### config.mk
export PLATFORM = sky130hd
export DESIGN_NAME = rv32_regfile_sb_flat
export DESIGN_NICKNAME = d
export VERILOG_FILES = /design/src/rtl/rv32_regfile_sb_if.sv /design/src/rtl/rv32_regfile_sb.sv /design/src/flat_wrapper.sv
export SDC_FILE = /design/constraint.sdc
export NUM_CORES = 1
export LEC_CHECK = 0
export ABC_AREA = 1
export BUFFER_PORTS_ARGS = -buffer_cell sky130_fd_sc_hd__buf_4
export CORE_MARGIN = 2
export CORE_UTILIZATION = 53
export CTS_BUF_LIST = sky130_fd_sc_hd__clkbuf_8
export CTS_CLUSTER_DIAMETER = 80
export CTS_CLUSTER_SIZE = 40
export DETAILED_ROUTE_END_ITERATION = 8
export PLACE_DENSITY = 0.7
export SLEW_MARGIN = 0
export SYNTH_ARGS = -nofsm -noshare
export SYNTH_HDL_FRONTEND = slang
export SYNTH_SLANG_ARGS = --single-unit
### constraint.sdc
create_clock -name clk -period 4.7 [get_ports clk]
set_input_delay 0.705 -clock clk [delete_from_list [all_inputs] [get_ports clk]]
set_output_delay 0.705 -clock clk [all_outputs]
set_load 0.005 [all_outputs]
### src/rtl/rv32_regfile_sb_if.sv
// Bus bundle between the decode/writeback side and the scoreboarded
// register file. The decode/writeback side uses the master modport and
// the register file uses the slave modport.
interface rv32_regfile_sb_if #(
  parameter int XLEN = 32
);
  logic [4:0]      rs1_addr;
  logic [4:0]      rs2_addr;
  logic [XLEN-1:0] rs1_data;
  logic [XLEN-1:0] rs2_data;
  logic            rs1_busy;
  logic            rs2_busy;
  logic [4:0]      rd_addr;
  logic [XLEN-1:0] rd_data;
  logic            rd_we;
  logic [4:0]      iss_rd_addr;
  logic            iss_valid;
  logic            flush;
  logic            ready;

  modport master (
    output rs1_addr, rs2_addr, rd_addr, rd_data, rd_we,
           iss_rd_addr, iss_valid, flush,
    input  rs1_data, rs2_data, rs1_busy, rs2_busy, ready
  );

  modport slave (
    input  rs1_addr, rs2_addr, rd_addr, rd_data, rd_we,
           iss_rd_addr, iss_valid, flush,
    output rs1_data, rs2_data, rs1_busy, rs2_busy, ready
  );
endinterface

### src/rtl/rv32_regfile_sb.sv
// RV32I/RV32E register file with a pending-write scoreboard.
// The storage flops have no reset. After reset, a scrub sequence clears
// x1..x(REG_NUM-1) one register per clock, and ready then rises.
// Optional bypass forwards same-cycle writeback data to the read ports.
// With bypass, it also masks busy for the register being written back.
module rv32_regfile_sb #(
  parameter int XLEN    = 32,
  parameter int REG_NUM = 16,
  parameter int BYPASS  = 1
) (
  input  logic                clk,
  input  logic                rst,
  rv32_regfile_sb_if.slave    bus
);

  // RV32E (16 registers) ignores address bit 4, so 4 index bits suffice.
  localparam int IW = (REG_NUM == 32) ? 5 : 4;

  typedef enum logic {
    S_SCRUB = 1'b0,
    S_RUN   = 1'b1
  } state_t;

  state_t             state_q;
  logic [IW-1:0]      cnt_q;
  logic               ready_q;
  logic [REG_NUM-1:0] busy_q;
  logic [REG_NUM-1:0] busy_d;
  logic [XLEN-1:0]    regs_q [REG_NUM];

  logic [IW-1:0] rs1_idx;
  logic [IW-1:0] rs2_idx;
  logic [IW-1:0] rd_idx;
  logic [IW-1:0] iss_idx;
  logic          run;
  logic          wr_en;

  // Effective register index: drops bit 4 when only 16 registers exist.
  function automatic logic [IW-1:0] eff_idx(input logic [4:0] addr);
    return addr[IW-1:0];
  endfunction

  assign rs1_idx = eff_idx(bus.rs1_addr);
  assign rs2_idx = eff_idx(bus.rs2_addr);
  assign rd_idx  = eff_idx(bus.rd_addr);
  assign iss_idx = eff_idx(bus.iss_rd_addr);

  assign run   = (state_q == S_RUN);
  assign wr_en = run && bus.rd_we && (rd_idx != '0);

  assign bus.ready = ready_q;

  // Scoreboard next state. Priority is flush, then issue-set, then writeback-clear.
  always_comb begin
    // NOTE: give every combinational output a default before any branch.
    // A path that leaves it unassigned infers a latch.
    busy_d = busy_q;
    if (run) begin
      for (int i = 1; i < REG_NUM; i++) begin
        if (bus.flush) begin
          busy_d[i] = 1'b0;
        end else if (bus.iss_valid && (iss_idx == IW'(i))) begin
          busy_d[i] = 1'b1;
        end else if (bus.rd_we && (rd_idx == IW'(i))) begin
          busy_d[i] = 1'b0;
        end
      end
    end
    busy_d[0] = 1'b0;
  end

  // Control FSM: scrub sequencing, registered ready, and the busy bits.
  always_ff @(posedge clk or posedge rst) begin
    // NOTE: sequential state uses non-blocking assignments only. Every flop
    // then samples its pre-edge value, whatever the order of the statements.
    if (rst) begin
      state_q <= S_SCRUB;
      cnt_q   <= IW'(1);
      ready_q <= 1'b0;
      busy_q  <= '0;
    end else begin
      case (state_q)
        S_SCRUB: begin
          if (cnt_q == IW'(REG_NUM - 1)) begin
            state_q <= S_RUN;
            ready_q <= 1'b1;
          end else begin
            cnt_q <= cnt_q + IW'(1);
          end
        end
        S_RUN: begin
          busy_q <= busy_d;
        end
        default: begin
          state_q <= S_SCRUB;
        end
      endcase
    end
  end

  // Register storage: the scrub writes zeros, and RUN accepts writeback.
  always_ff @(posedge clk) begin
    // NOTE: the storage array has no reset so it maps onto plain flops or RAM.
    // The post-reset scrub produces the defined zero contents instead.
    if (state_q == S_SCRUB) begin
      regs_q[cnt_q] <= '0;
    end else if (wr_en) begin
      regs_q[rd_idx] <= bus.rd_data;
    end
  end

  // Read port 1: zero while scrubbing and for x0, optionally forward writeback.
  always_comb begin
    bus.rs1_data = '0;
    bus.rs1_busy = 1'b0;
    if (ready_q && (rs1_idx != '0)) begin
      if ((BYPASS != 0) && bus.rd_we && (rd_idx == rs1_idx)) begin
        bus.rs1_data = bus.rd_data;
        bus.rs1_busy = 1'b0;
      end else begin
        bus.rs1_data = regs_q[rs1_idx];
        bus.rs1_busy = busy_q[rs1_idx];
      end
    end
  end

  // Read port 2: same behaviour as read port 1.
  always_comb begin
    bus.rs2_data = '0;
    bus.rs2_busy = 1'b0;
    if (ready_q && (rs2_idx != '0)) begin
      if ((BYPASS != 0) && bus.rd_we && (rd_idx == rs2_idx)) begin
        bus.rs2_data = bus.rd_data;
        bus.rs2_busy = 1'b0;
      end else begin
        bus.rs2_data = regs_q[rs2_idx];
        bus.rs2_busy = busy_q[rs2_idx];
      end
    end
  end

endmodule

### src/flat_wrapper.sv
// flat-port wrapper written by rule: the top's interface ports become plain ports
module rv32_regfile_sb_flat 
#(
  parameter int XLEN    = 32,
  parameter int REG_NUM = 16,
  parameter int BYPASS  = 1
)
  (clk, rst, bus_rs1_addr, bus_rs2_addr, bus_rd_addr, bus_rd_data, bus_rd_we, bus_iss_rd_addr, bus_iss_valid, bus_flush, bus_rs1_data, bus_rs2_data, bus_rs1_busy, bus_rs2_busy, bus_ready);
  rv32_regfile_sb_if #(.XLEN(XLEN)) bus_i ();
  input  logic clk;
  input  logic rst;
  input wire logic [$bits(bus_i.rs1_addr)-1:0] bus_rs1_addr;
  input wire logic [$bits(bus_i.rs2_addr)-1:0] bus_rs2_addr;
  input wire logic [$bits(bus_i.rd_addr)-1:0] bus_rd_addr;
  input wire logic [$bits(bus_i.rd_data)-1:0] bus_rd_data;
  input wire logic [$bits(bus_i.rd_we)-1:0] bus_rd_we;
  input wire logic [$bits(bus_i.iss_rd_addr)-1:0] bus_iss_rd_addr;
  input wire logic [$bits(bus_i.iss_valid)-1:0] bus_iss_valid;
  input wire logic [$bits(bus_i.flush)-1:0] bus_flush;
  output wire logic [$bits(bus_i.rs1_data)-1:0] bus_rs1_data;
  output wire logic [$bits(bus_i.rs2_data)-1:0] bus_rs2_data;
  output wire logic [$bits(bus_i.rs1_busy)-1:0] bus_rs1_busy;
  output wire logic [$bits(bus_i.rs2_busy)-1:0] bus_rs2_busy;
  output wire logic [$bits(bus_i.ready)-1:0] bus_ready;
  assign bus_i.rs1_addr = bus_rs1_addr;
  assign bus_i.rs2_addr = bus_rs2_addr;
  assign bus_i.rd_addr = bus_rd_addr;
  assign bus_i.rd_data = bus_rd_data;
  assign bus_i.rd_we = bus_rd_we;
  assign bus_i.iss_rd_addr = bus_iss_rd_addr;
  assign bus_i.iss_valid = bus_iss_valid;
  assign bus_i.flush = bus_flush;
  assign bus_rs1_data = bus_i.rs1_data;
  assign bus_rs2_data = bus_i.rs2_data;
  assign bus_rs1_busy = bus_i.rs1_busy;
  assign bus_rs2_busy = bus_i.rs2_busy;
  assign bus_ready = bus_i.ready;
  rv32_regfile_sb #(.XLEN(XLEN), .REG_NUM(REG_NUM), .BYPASS(BYPASS)) u_core (.clk(clk), .rst(rst), .bus(bus_i));
endmodule
Word-level counts from Yosys, hierarchy flattened
Memories as Yosys holds them, arrays and structs flattened.
Cells that the tools add are included.
Word-level totals
  flip-flop bits (word level): 21
  RAM bits: 512
  input port bits: 57
  output and inout bits: 67
  word-level logic and storage cells: 195
  memories: 1
Cells by class
  add/subtract/negate cells: 1
  $lt $le $gt $ge: 2
  equality and inequality tests: 33
  multiplexer cells: 66
  bitwise gates (word level): 2
  reductions and logical operators: 72
Memories
  u_core.regs_q: words 16, width 32, read ports 2, clocked after Yosys merged registers in 0, write ports 1, line rv32_regfile_sb.sv:29  | logic [XLEN-1:0] regs_q [REG_NUM];
Operators by type and width (number)
  32-bit 2-to-1 mux: 5
  4-bit equality test, second input constant: 17
  1-bit 2-to-1 mux: 58
  3-bit nonzero test: 15
  1-bit logical AND: 36
  2-bit AND reduction: 17
  4-bit by 3-bit equality test with 1-bit output, second input constant: 8
  32-bit OR reduction: 1
  4-bit by 2-bit equality test with 1-bit output, second input constant: 4
  4-bit nonzero test: 3
  4-bit by 5-bit < comparator with 1-bit output, second input constant: 2
  1-bit binary-select mux with 4-bit select: 2
  4-bit by 1-bit equality test with 1-bit output, second input constant: 2
  4-bit equality test: 2
  4-bit by 1-bit adder with 4-bit output, second input constant: 1
  4-bit 2-to-1 mux: 1
  1-bit NOT: 2

Longest topological paths before layout
  word-level depth: 7
  depth in mapped cells: 11
  gate-level depth less buffers: 9

Worst setup path before layout
Ideal clock, no wire load.
  path type: input to register
  start: input bus_rd_addr[0]
  end: memory u_core.regs_q[4][0], enable pin
  setup time: 0.421 ns
  arrival: 2.982 ns
  data required time: 4.279 ns
  setup slack: 1.297 ns
  cell stages on the path: 9
  buffers on the path: 2
  cell sequence: buf_2 nor2_1 nand3_1 nand2_2 buf_4 nand2_1 o21ai_1 nand3_1 nor2_1
On the way
  word-level cells in the longest chain between the ends: 7
  elaborated cells between the ends (all ways): 8
  those cells by class: mux: 5; reduce/logical: 3
RTL lines
  start: declaration: line flat_wrapper.sv:14  | input wire logic [$bits(bus_i.rd_addr)-1:0] bus_rd_addr;
  4-bit nonzero test: line rv32_regfile_sb.sv:49  | assign wr_en = run && bus.rd_we && (rd_idx != '0);
  1-bit logical AND: line rv32_regfile_sb.sv:49
  1-bit 2-to-1 mux: line rv32_regfile_sb.sv:107  | end else if (wr_en) begin
  1-bit 2-to-1 mux: line rv32_regfile_sb.sv:105  | if (state_q == S_SCRUB) begin
  1-bit 2-to-1 mux (not written as such): line rv32_regfile_sb.sv:108  | regs_q[rd_idx] <= bus.rd_data;
  32-bit OR reduction (no source line)
  4-bit 2-to-1 mux (no source line) or 1-bit 2-to-1 mux (tied branches)
  end: declaration: line rv32_regfile_sb.sv:29
Several ways; a longest one is shown, not always the timed one.

Final worst setup path
  start: input bus_rs2_addr[0]
  end: output bus_rs2_data[0]
On the way
  word-level cells in the longest chain between the ends: 4
  elaborated cells between the ends (all ways): 7
  those cells by class: eq/ne: 1; mux: 2; reduce/logical: 3; memory: 1
RTL lines
  start: declaration: line flat_wrapper.sv:13  | input wire logic [$bits(bus_i.rs2_addr)-1:0] bus_rs2_addr;
  parallel branches: the longest is 3 deep, another holds memory read 16 x 32 bit
  32-bit 2-to-1 mux (*): line rv32_regfile_sb.sv:131  | if (ready_q && (rs2_idx != '0)) begin
  end: declaration: line flat_wrapper.sv:21  | output wire logic [$bits(bus_i.rs2_data)-1:0] bus_rs2_data;
Mark *: on every way between the ends.

==> results <==
- The category of the critical setup timing path is primary input to output port.
- The cell area that synthesis handed to floorplanning was 0.02927 mm².
- The CTS tree is done.
- Clock tree synthesis selected as its root buffer the cell sky130_fd_sc_hd__clkbuf_8.
- After the last flow step, the layout net total stands at 3,803.
- After detailed routing, the number of vias per cell comes to 5.623.
- The clock sink total is 533.
- The initial utilization of the core area, before any placement, comes to 53.34%.
- The clock reaches the later pin of the worst-skew pair after 0.72 ns.
- The least setup slack across all paths after layout is 1.068 ns.
- The via count of the first global-routing pass is 23,026.
- The maximum vdd ir drop is 0.2465 mV.
- The hold buffer count at CTS is 0.
- In the synthesized netlist the async set-or-reset flop fraction comes to 3.940%.
- At the pin with the least slew margin, the transition time is 1.094 ns.
- Port buffering added 119 buffers.
- The detailed-route DRC error count is 0.
- The library cell used most frequently in the layout, excluding fill and tap cells, is sky130_fd_sc_hd__nand2_1.
- The deepest level of the CTS H-tree is 1.
- At the worst endpoint, the required time is 3.99 ns.
- Across all register-to-register paths, the minimum setup slack is 1.25 ns.
- Measured along the y axis, the die boundary spans 239 µm.
- For this run, the detailed router's first-pass iteration total came to 5.
- The final hold violation count is 0.
- The core region is 0.05488 mm².
- The final worst-path cycle share is 77.27%.
- After clock tree synthesis, the clock-pin slew on the worst setup and hold paths is 0.14 ns.
- The first global-routing pass estimated 133,400 µm of wire.
- The number of max-slew violations in the final report is 0.
- The type of destination of the critical path is an output port.
- The clock period could shrink to 3.632 ns.
- The total I/O pin count is 124.
- Post-CTS repair changed the size of 0 cells.
- For this block, the via count after detailed routing is 25,145.
- The count of flip-flops with a built-in enable after synthesis is 512.
- Setup repair after global routing left no endpoint under its margin.
- Cells with a size suffix above 1 make up 7.035% of the layout.
- The worst pin sits at a relative slew slack of 26.81%.
- The total wire length is 88,470 µm.
- Summed over all nets, the half-perimeter wirelength after detailed placement is 48,340 µm.
- No sink is reached through more buffers than the 3 on the longest clock path.
- Counting the fill cells in the layout gives 4,940.
- The post-placement setup slack is 0.9788 ns.
- The prevailing post-synth register cell is sky130_fd_sc_hd__edfxtp_1.
- The clock skew after layout is 0.02148 ns.
- The largest stage delay on the critical path is 0.60 ns.
- The flow ran to the end, and the final reports show no timing, DRC or antenna violations.
- For this run the aggregate overflow at the end of global routing stands at 0.
- The top cell types in the final layout, fill and taps aside, are sky130_fd_sc_hd__nand2_1 (1,691), sky130_fd_sc_hd__edfxtp_1 (512), sky130_fd_sc_hd__nand3_1 (401).
- The net count of the mapped netlist is 3,826.
- Across the run, the number of max-cap violations was 0.
- The cell area reported after detailed placement is 0.03085 mm².
- After floorplanning, the core was divided into 86 placement rows.
- The number of cells traversed by the worst register-to-register path is 8.
- The count of state elements after synthesis is 533.
- Walking the worst path, the cells encountered are clkbuf_8 -> inv_6 -> nor2_4 -> buf_4 -> nand2_1 -> nand3_1 -> nor2_1 -> nor2_1 -> nor2_1 -> nor2_1 -> buf_4.
- The category of the worst setup path launch point is a primary input.
- Dividing total power by cell area gives a power density of 285.8 mW/mm².
- The final estimated routing congestion in global placement is 0.8180.
- Dividing the synthesized area by the synthesized cell count gives 7.768 µm².
- Setup violations remaining at the end of the flow were counted as 0.
- Buffers inserted during clock tree synthesis total 30.
- The analysis attributes to cell leakage a power of 14.54 nW.
- After routing the design area is 0.03162 mm².
- The critical path's slowest cell is sky130_fd_sc_hd__nor2_4.
- The cell count after synthesis came out at 3,768.
- The die is 239 µm wide.
- In the final routed layout, each cell accounts on average for 19.78 µm.
- The most numerous cell type found on the critical path is sky130_fd_sc_hd__nor2_1.
- The first routing iteration left 2,645 violations.
- The aggregate global-route resource usage is 30.82%.
- The post-synthesis cell type count is 27.
- Entering global routing, the biggest net connects 148 pins.
- The initial antenna violation count is 0.
- The total negative slack is 0 ns.
- The number of buffers inserted to repair setup after CTS is 0.
- The top achievable clock speed is 275.3 MHz.
- The area added between synthesis and finish is 8.037%.
- The total number of yosys warnings is 0.
- The start of the worst register-to-register path is u_core.run.
- The count of nets left with antenna violations once routing finished came out at 0.
- The largest fanout on the critical path is 48.
- The path class of the tightest hold or removal check is primary input to async pin.
- The post-synthesis sequential area ratio is 54.33%.
- The endpoint identified for the worst register-to-register timing path is u_core.regs_q[0][13].
- The die covers 0.05712 mm².
- Data on the critical path arrives at its endpoint at 2.93 ns.
-- Yosys cell counts (12+ instances only) --
cell                       count  area, µm²
sky130_fd_sc_hd__a211oi_1     12      90.09
sky130_fd_sc_hd__a21oi_1      74      370.4
sky130_fd_sc_hd__buf_1        23      86.33
sky130_fd_sc_hd__buf_2       110      550.5
sky130_fd_sc_hd__buf_4        31      232.7
sky130_fd_sc_hd__clkbuf_1     59      221.5
sky130_fd_sc_hd__dfrtp_1      20      500.5
sky130_fd_sc_hd__edfxtp_1    512      15370
sky130_fd_sc_hd__inv_1       299       1122
sky130_fd_sc_hd__nand2_1    1691       6347
sky130_fd_sc_hd__nand3_1     403       2017
sky130_fd_sc_hd__nor2_1      344       1291
sky130_fd_sc_hd__o21ai_0     141      705.7
sky130_fd_sc_hd__o21ai_1      13      65.06
-- layout make-up --
| type | instances | area (µm²) | area share (%) |
|---|---|---|---|
| multi-input combinational | 2700 | 11260 | 35.60 |
| timing repair buffer | 175 | 1652 | 5.223 |
| sequential | 533 | 15900 | 50.29 |
| tap | 704 | 880.8 | 2.786 |
| clock buffer | 31 | 426.7 | 1.349 |
| inverter | 305 | 1160 | 3.668 |
| antenna | 1 | 2.502 | 0.007914 |
| clock inverter | 23 | 342.8 | 1.084 |
-- per-layer routing --
| layer | track usage [%] | up-vias | routed length [µm] |
|---|---|---|---|
| li1 | - | 11977 | - |
| met1 | 41.50 | 11647 | 34900 |
| met2 | 50.74 | 1289 | 41060 |
| met3 | 4.296 | 232 | 8791 |
| met4 | 11.89 | 0 | 3721 |
| met5 | 0 | - | 0 |
-- per-stage QoR --
stage                     cells  total power [W]  hold WS [ns]  utilization [%]
final                      4472         0.009037        0.1437            57.62
after CTS                  4471         0.009030        0.1344            57.62
after global placement     4417         0.006591        0.5045            56.22
after detailed placement   4417         0.006601        0.5052            56.22
after floorplan            3768         0.006103        0.4873                -
after global routing       4471         0.009310        0.2007            57.62
-- kinds of logic after synthesis --
logic type / after synthesis / share of synthesized area [%]
AND/OR/NAND/NOR: 2451 / 33.33
adder cells (fa/ha/maj): 1 / 0.04274
XOR/XNOR: 4 / 0.1197
flip-flops: 533 / 54.33
buffers and inverters: 535 / 7.866
AO/OA/AOI/OAI: 244 / 4.318
-- flip-flops by register name, indices dropped and copies added (netlist names) --
| name | flops |
|---|---|
| u_core.busy_q | 15 |
| u_core.regs_q | 512 |
| u_core.cnt_q | 4 |
| u_core.bus.ready | 1 |
| u_core.run | 1 |
-- critical path: cells and delay by family --
family	cells	cell delay, ns
buffers and inverters	4	0.93
and+or+nand+nor	7	1.24
-- report_power, final --
part / internal, W / switching (W) / leakage (nW)
combinational: 0.000376 / 0.000882 / 8.60
sequential: 0.00524 / 0.00000838 / 5.57
clock: 0.000838 / 0.00169 / 0.373
-- worst max-delay path by stage --
stage / startpoint / to / slack, ns
after floorplan: bus_rd_addr[0] / u_core.regs_q[4][0] / 1.30
after global placement: bus_rd_addr[2] / u_core.regs_q[0][23] / 1.05
after detailed placement: bus_rd_addr[2] / u_core.regs_q[0][11] / 0.98
after CTS: bus_rs2_addr[0] / bus_rs2_data[0] / 1.12
after global routing: bus_rs1_addr[0] / bus_rs1_data[21] / 0.93
final: bus_rs2_addr[0] / bus_rs2_data[0] / 1.07
(Power assumes the default switching activity.)
